File: config.mk
export PLATFORM = sky130hd
export DESIGN_NAME = hazard_ctrl_param
export DESIGN_NICKNAME = d
export VERILOG_FILES = /design/src/rtl/hazard_ctrl_param.sv
export SDC_FILE = /design/constraint.sdc
export NUM_CORES = 1
export LEC_CHECK = 0
export CORE_UTILIZATION = 37
export CTS_CLUSTER_DIAMETER = 120
export DETAILED_ROUTE_END_ITERATION = 10
export PLACE_DENSITY_LB_ADDON = 0.15
export SYNTH_ARGS = -nofsm -noshare
export SYNTH_HDL_FRONTEND = slang
export SYNTH_SLANG_ARGS = --single-unit
File: constraint.sdc
create_clock -name clk -period 2 [get_ports clk]
set_input_delay 0.2 -clock clk [delete_from_list [all_inputs] [get_ports clk]]
set_output_delay 0.2 -clock clk [all_outputs]
set_load 0.02 [all_outputs]
File: src/rtl/hazard_ctrl_param.sv
// ============================================================================
// Module  : hazard_ctrl_param
// Purpose : Parametrised load-use / control-hazard unit for a 5-stage MIPS
//           pipeline. Compares ID-stage sources against the EX-stage load
//           destination and drives PC / IF/ID / ID/EX enables and flushes.
//           Supports multi-cycle load bubbles, multi-cycle branch flush,
//           $zero exemption and flush-over-stall priority.
// Config  : HAZ_STATS_EN - when defined, saturating event counters are built;
//           otherwise stall_events / flush_events are tied to zero.
// Ports   : clk, rst (sync, active-low)
//           id_rs, id_rt, id_uses_rt  - ID-stage operand info
//           ex_rt, ex_memread         - EX-stage load info
//           pcsrc                     - taken branch/jump this cycle
//           pc_en, ifid_en            - write enables (1 = advance)
//           ifid_flush, idex_flush    - zero pipeline register next edge
//           haz_busy                  - FSM not idle
//           stall_events, flush_events - event counters (CW bits)
// Revision: 1.0 - initial release
// ============================================================================
`default_nettype none

module hazard_ctrl_param #(
    parameter int AW        = 5,
    parameter int LOAD_LAT  = 1,
    parameter int FLUSH_LEN = 1,
    parameter int CW        = 16
) (
    input  logic          clk,
    input  logic          rst,
    input  logic [AW-1:0] id_rs,
    input  logic [AW-1:0] id_rt,
    input  logic          id_uses_rt,
    input  logic [AW-1:0] ex_rt,
    input  logic          ex_memread,
    input  logic          pcsrc,
    output logic          pc_en,
    output logic          ifid_en,
    output logic          ifid_flush,
    output logic          idex_flush,
    output logic          haz_busy,
    output logic [CW-1:0] stall_events,
    output logic [CW-1:0] flush_events
);

    typedef enum logic [1:0] {
        S_IDLE  = 2'd0,
        S_STALL = 2'd1,
        S_FLUSH = 2'd2
    } state_t;

    // Reload values hold the number of cycles remaining after the first one,
    // which is always served from IDLE.
    localparam logic [3:0] c_LOAD_RELOAD  = 4'(LOAD_LAT - 1);
    localparam logic [3:0] c_FLUSH_RELOAD = 4'(FLUSH_LEN - 1);
    localparam bit         c_LOAD_MULTI   = (LOAD_LAT > 1);
    localparam bit         c_FLUSH_MULTI  = (FLUSH_LEN > 1);

    state_t     r_state;
    logic [3:0] r_cnt;
    logic       w_hit;
    logic       w_stall_accept;

    // $zero is never a real dependency, so a load to r0 never stalls.
    assign w_hit = ex_memread && (ex_rt != '0) &&
                   ((ex_rt == id_rs) || (id_uses_rt && (ex_rt == id_rt)));

    // A new load-use hazard is only counted when recognised from IDLE and not
    // overridden by a redirect.
    assign w_stall_accept = rst && (r_state == S_IDLE) && w_hit && !pcsrc;

    // Same-cycle output decode; reset forces the defaults.
    always_comb begin
        pc_en      = 1'b1;
        ifid_en    = 1'b1;
        ifid_flush = 1'b0;
        idex_flush = 1'b0;
        if (rst) begin
            case (r_state)
                S_IDLE, S_STALL: begin
                    if (pcsrc) begin
                        ifid_flush = 1'b1;
                        idex_flush = 1'b1;
                    end else if (w_hit || (r_state == S_STALL)) begin
                        pc_en      = 1'b0;
                        ifid_en    = 1'b0;
                        idex_flush = 1'b1;
                    end
                end
                S_FLUSH: begin
                    ifid_flush = 1'b1;
                    idex_flush = 1'b1;
                end
                default: ;
            endcase
        end
    end

    assign haz_busy = rst && (r_state != S_IDLE);

    always_ff @(posedge clk) begin
        if (!rst) begin
            r_state <= S_IDLE;
            r_cnt   <= 4'd0;
        end else begin
            case (r_state)
                S_IDLE, S_STALL: begin
                    if (pcsrc) begin
                        // Redirect wins over a pending or in-progress stall.
                        if (c_FLUSH_MULTI) begin
                            r_state <= S_FLUSH;
                            r_cnt   <= c_FLUSH_RELOAD;
                        end else begin
                            r_state <= S_IDLE;
                        end
                    end else if (r_state == S_STALL) begin
                        r_cnt <= r_cnt - 4'd1;
                        if (r_cnt == 4'd1) begin
                            r_state <= S_IDLE;
                        end
                    end else if (w_hit && c_LOAD_MULTI) begin
                        r_state <= S_STALL;
                        r_cnt   <= c_LOAD_RELOAD;
                    end
                end
                S_FLUSH: begin
                    if (pcsrc) begin
                        // A younger redirect restarts the flush window.
                        r_cnt <= c_FLUSH_RELOAD;
                    end else begin
                        r_cnt <= r_cnt - 4'd1;
                        if (r_cnt == 4'd1) begin
                            r_state <= S_IDLE;
                        end
                    end
                end
                default: begin
                    r_state <= S_IDLE;
                    r_cnt   <= 4'd0;
                end
            endcase
        end
    end

`ifdef HAZ_STATS_EN
    localparam logic [CW-1:0] c_CNT_MAX = {CW{1'b1}};
    localparam logic [CW-1:0] c_CNT_ONE = {{(CW-1){1'b0}}, 1'b1};

    logic [CW-1:0] r_stall_events;
    logic [CW-1:0] r_flush_events;

    always_ff @(posedge clk) begin
        if (!rst) begin
            r_stall_events <= '0;
            r_flush_events <= '0;
        end else begin
            if (w_stall_accept && (r_stall_events != c_CNT_MAX)) begin
                r_stall_events <= r_stall_events + c_CNT_ONE;
            end
            // Every accepted redirect counts, whatever state it arrives in.
            if (pcsrc && (r_flush_events != c_CNT_MAX)) begin
                r_flush_events <= r_flush_events + c_CNT_ONE;
            end
        end
    end

    assign stall_events = r_stall_events;
    assign flush_events = r_flush_events;
`else
    logic w_unused;
    assign w_unused     = w_stall_accept;
    assign stall_events = '0;
    assign flush_events = '0;
`endif

endmodule

`default_nettype wire

==> results of run 1 <==
layout make-up:
class / instances / area [µm²] / area share [%]
multi-input cells: 90 / 515 / 52.1
repair buffers: 30 / 279 / 28.2
flip-flops and latches: 6 / 120 / 12.1
well taps: 27 / 33.8 / 3.41
clock buffers: 3 / 22.5 / 2.28
inverters: 5 / 18.8 / 1.90
how the worst max path moves through the flow:
stage / endpoint / cells past startpoint / from / slack, ns
after floorplan: pc_en / 5 / ex_rt[1] / 0.12
after global placement: idex_flush / 6 / ex_rt[1] / -0.42
after detailed placement: idex_flush / 6 / ex_rt[1] / -0.47
after CTS: idex_flush / 6 / ex_rt[2] / -0.04
after global routing: idex_flush / 7 / id_rt[3] / -0.006
final: idex_flush / 6 / ex_rt[1] / 0.07
metal layers:
layer  routed length, µm  part of all wire, %
met1                 605                   38
met2                 848                   53
met3                 125                  7.8
met4                  14                 0.88
met5                   0                    0
sequential cells by signal (all words and copies together) (netlist names):
register	flops
r_cnt	4
r_state	2
what timing repair did:
| action | in CTS | in global routing |
|---|---|---|
| gates resized for setup | 15 | 7 |
| setup endpoints to repair | 3 | 3 |
| pin swaps | 0 | 1 |
stage by stage:
| stage | power [W] | utilization [%] | instances |
|---|---|---|---|
| floorplan | 0.000252 | - | 137 |
| global placement | 0.000263 | 48.5 | 158 |
| detailed placement | 0.000264 | 48.5 | 158 |
| CTS | 0.000377 | 48.9 | 161 |
| global route | 0.000399 | 49.9 | 161 |
| finish | 0.000377 | 49.9 | 161 |
logic make-up after synthesis:
logic type | count (synthesis) | share of synthesized area (%)
compound gates | 17 | 14.3
xor+xnor | 11 | 12.2
fa+ha+maj | 2 | 3.18
buf+inv | 41 | 35.5
flops | 6 | 15.3
mux | 3 | 3.82
other cells | 1 | 0.476
simple gates | 25 | 15.3
cell usage after synthesis, types with 3 or more instances:
cell	number	area (µm²)
dfxtp_1	6	120
o21ai_0	3	15.0
nor3_1	3	15.0
nand2b_1	3	18.8
xor2_1	8	70.1
buf_4	33	248
nor2_1	9	33.8
mux2i_1	3	30.0
xnor2_1	3	26.3
nand2_1	3	11.3
nand3_1	3	15.0
a21oi_1	6	30.0
inv_1	5	18.8
where the power goes:
group | switching (W) | internal [W]
clock network | 0.0000461 | 0.0000680
logic | 0.0000873 | 0.0000557
registers | 0.0000000000683 | 0.000120
==> flow_summary.ini, run 1 <==
[clocking]
clkLatencyLatePin_ns = 0.25
cts.clk_slew.worst_paths_ns = 0.05
clock-sinks = 6
post_cts_buffers = 0
cts_tree = yes
cts_hold_buf = 0
cts_inserted_buffers = 3
cts-root-buf = clkbuf_4
clockBufferDepth = 2
h-tree-depth = 1

[sta]
holdWs_ns = 0.537
fin_ws_ns = 0.0710
finalSetupTns_ns = 0
hold_viol_final = 0
min_period_ns = 1.93
setup_violations = 0
max_freq_mhz = 518
period_share_pct = 96.4
skew_ns = 0.00128
maxSlewViolCount = 0

[route]
firstDrtPassIters = 4
drc = 0
wl_mm = 1.59
num_vias = 693
antenna_left = 0
via_per_inst = 4.30
wire_per_inst_um = 9.90
drtIter0Drc = 3

[global_routing]
top_usage_layer = met2
grt_pass1_vias = 597
grt_use_total_pct = 14.8
grt_max_degree = 14
grt_pass1_wl_mm = 2.35
met2_usage_pct = 28.4
grtUsageMet3_pct = 5.19
antenna_found_initial = 0
met1_usage_pct = 14.7
gr-total-overflow = 0

[layout]
area_delta_synth_final_pct = 25.8
layout_commonest_cell = conb_1
fin_area_um2 = 990
drive_above_1_share_pct = 11.2
most-common-layout-cells = conb_1 (32), clkdlybuf4s50_1 (17), nor2_1 (9)
fin_nets = 158
fillers = 220
antennaDiodeCount = 0

[flow_run]
maxCapViolCount = 0

[critical_path]
reg2reg_to = r_cnt[3]
slowest_delay_ns = 0.54
rr_startpoint = r_state[1]
cp_max_fo = 3
r2r_slack_ns = 0.62
critical_path_class = in -> out
end_kind = primary output
required_ns = 1.80
critPathLaunchType = primary input
ff2ff_path_depth = 6
cp_data_arrival_time_ns = 1.73
cp_slowest_cell = or4_4
critPathTopFamily = compound AO/OA/AOI/OAI gates
worst-path-buf-inv = 2
crit_chain = dlygate4sd2_1, or4_4, o21ai_2, a21oi_2, o41a_1, buf_4

[logic_synthesis]
syn-cell-area_um2 = 787
synth_flop_cell = dfxtp_1
syn_inst = 106
yosysSeqAreaShare_pct = 15.3
async_flop_share_pct = 0
ys_warn_count = 0
synth_edf_count = 0
syn_avg_cell_area_um2 = 7.42
synth_seq_cells = 6
synth_cell_types = 28

[floorplanning]
rows = 16
core-area_um2 = 1980
die_h_um = 48.1
dieArea_um2 = 2320
start_util_pct = 39.7
die_w_um = 48.1
io_pins = 57

[placement]
placed_cell_area_um2 = 962
dp_slack_ns = -0.475
place_hpwl_mm = 1.33
place_congestion = 0.749
io_buffers = 24

[power_and_ir_drop]
power.density_nw_per_um2 = 381
p_leak_nw = 0.458
max-vdd-ir-drop_mv = 0.197

[hold_path]
hp-start = rst
hold_path_class = in -> reg
whs_endpoint = r_cnt[3]
holdPathStages = 2

[run_status]
status = completed
(Power assumes the default switching activity.)
==> run 2, diff against run 1 <==
==> constraint.sdc (replaced) <==
create_clock -name clk -period 2 [get_ports clk]
set_input_delay 0.5 -clock clk [delete_from_list [all_inputs] [get_ports clk]]
set_output_delay 0.5 -clock clk [all_outputs]
set_load 0.02 [all_outputs]
==> flow_summary.ini, run 2 (synthesized netlist as in run 1, its figures left out) <==
[run_status]
status = finished, violations left
violations = setup timing

[global_routing]
antenna_found_initial = 0
grt_max_degree = 8
grt_pass1_wl_mm = 2.16
grt_use_total_pct = 13.9
gr-total-overflow = 0
grt_pass1_vias = 578

[placement]
place_congestion = 0.703
dp_slack_ns = -1.09
place_hpwl_mm = 1.27
io_buffers = 24

[layout]
antennaDiodeCount = 0
fin_nets = 166
most-common-layout-cells = conb_1 (32), buf_4 (16), nor2_1 (9)
fin_util_pct = 53.7
top_register = r_cnt
seq_area_um2 = 120
area_delta_synth_final_pct = 35.1
fillers = 209
drive_above_1_share_pct = 23.9
largest_reg_flops = 4
layout_commonest_cell = conb_1
multi_input_area_um2 = 536
largestRegisters = r_cnt x4, r_state x2

[sta]
hold_viol_final = 0
period_share_pct = 114
max_freq_mhz = 438
skew_ns = 0.00261
min_period_ns = 2.29
holdWs_ns = 0.514
fin_ws_ns = -0.285
finalSetupTns_ns = -0.798
setup_violations = 3
rsz0062_at_grt = true
maxSlewViolCount = 0

[route]
antenna_left = 0
wl_mm = 1.50
drc = 0
num_vias = 711
firstDrtPassIters = 4
drtIter0Drc = 6
via_per_inst = 4.21
wire_per_inst_um = 8.85

[power_and_ir_drop]
power.density_nw_per_um2 = 362
power_frac_seq_pct = 31.2
p_switching_w = 0.000137
clockPowerShare_pct = 29.4
max-vdd-ir-drop_mv = 0.175
switching_share_pct = 35.5
p_leak_nw = 0.501
internal_power_w = 0.000248
power_frac_comb_pct = 39.5

[critical_path]
required_ns = 1.50
critPathLaunchType = primary input
reg2reg_to = r_cnt[3]
cp_data_arrival_time_ns = 1.79
cp_max_fo = 3
ff2ff_path_depth = 5
rr_startpoint = r_state[0]
critical_path_class = in -> out
end_kind = primary output
r2r_slack_ns = 0.63

[clocking]
clockBufferDepth = 2
clkLatencyLatePin_ns = 0.25
cts_inserted_buffers = 3
cts.clk_slew.worst_paths_ns = 0.04
cts_hold_buf = 0
h-tree-depth = 1
clock-sinks = 6
cts-root-buf = clkbuf_4
cts_tree = yes

[floorplanning]
core-area_um2 = 1980
start_util_pct = 39.7
dieArea_um2 = 2320
io_pins = 57
die_w_um = 48.1
die_h_um = 48.1
rows = 16

[flow_run]
maxCapViolCount = 0

[hold_path]
hold_path_class = in -> reg
holdPathStages = 2
whs_endpoint = r_cnt[3]
hp-start = rst
run 2: cell types whose count changed in the layout (fill, tap and decap cells not counted), moves of 2 or more:
| cell | before | now |
|---|---|---|
| dlymetal6s2s_1 | 3 | 1 |
| clkdlybuf4s50_1 | 17 | 6 |
| buf_4 | 7 | 16 |
| clkdlybuf4s15_1 | 0 | 6 |
| buf_6 | 0 | 5 |
run 2: stage by stage:
stage | instance area (µm²) | instances | total power, W
2_1_floorplan | 922 | 137 | 0.000254
3_3_place_gp | 1010 | 163 | 0.000271
3_5_place_dp | 1010 | 163 | 0.000272
4_1_cts | 1040 | 168 | 0.000390
5_1_grt | 1060 | 169 | 0.000414
6_report | 1060 | 169 | 0.000385
run 2: timing repair:
item	in CTS	in global routing
setup buffers	2	1
gates resized for setup	64	5
pin swaps	15	8
setup endpoints to repair	5	5
gates cloned	0	0
run 2: worst max-delay path by stage:
stage                   from          to  slack (ns)
finish              ex_rt[4]  idex_flush       -0.29
global route        ex_rt[4]  idex_flush       -0.33
CTS                 ex_rt[4]  idex_flush       -0.32
detailed placement  ex_rt[1]  idex_flush       -1.09
global placement    ex_rt[1]  idex_flush       -1.09
floorplan           ex_rt[1]  idex_flush       -0.13
run 2: final cells by class:
cell class / instances / share of cell area (%)
inverters: 5 / 1.76
flip-flops and latches: 6 / 11.3
multi-input cells: 90 / 50.4
clock buffers: 3 / 2.12
repair buffers: 38 / 31.3
well taps: 27 / 3.18
run 2: metal layers:
metal / global-route usage, % / routed length (µm)
met1: 13.7 / 534
met2: 25.4 / 847
met3: 3.33 / 89
met4: 10.0 / 25
met5: 0 / 0
run 2: power by group through the flow:
stage                     Combinational (W)  Clock [W]  Sequential (W)
after CTS                          0.000148   0.000122        0.000120
after detailed placement           0.000150          0        0.000122
final                              0.000152   0.000113        0.000120
after global placement             0.000149          0        0.000122
after global routing               0.000166   0.000128        0.000120
after floorplan                    0.000132          0        0.000122
run 2: worst max-delay path: stages:
cell	delay, ns
buf_6	0.10
or4_4	0.52
o21ai_2	0.16
a21oi_2	0.05
o41a_1	0.32
buf_6	0.14
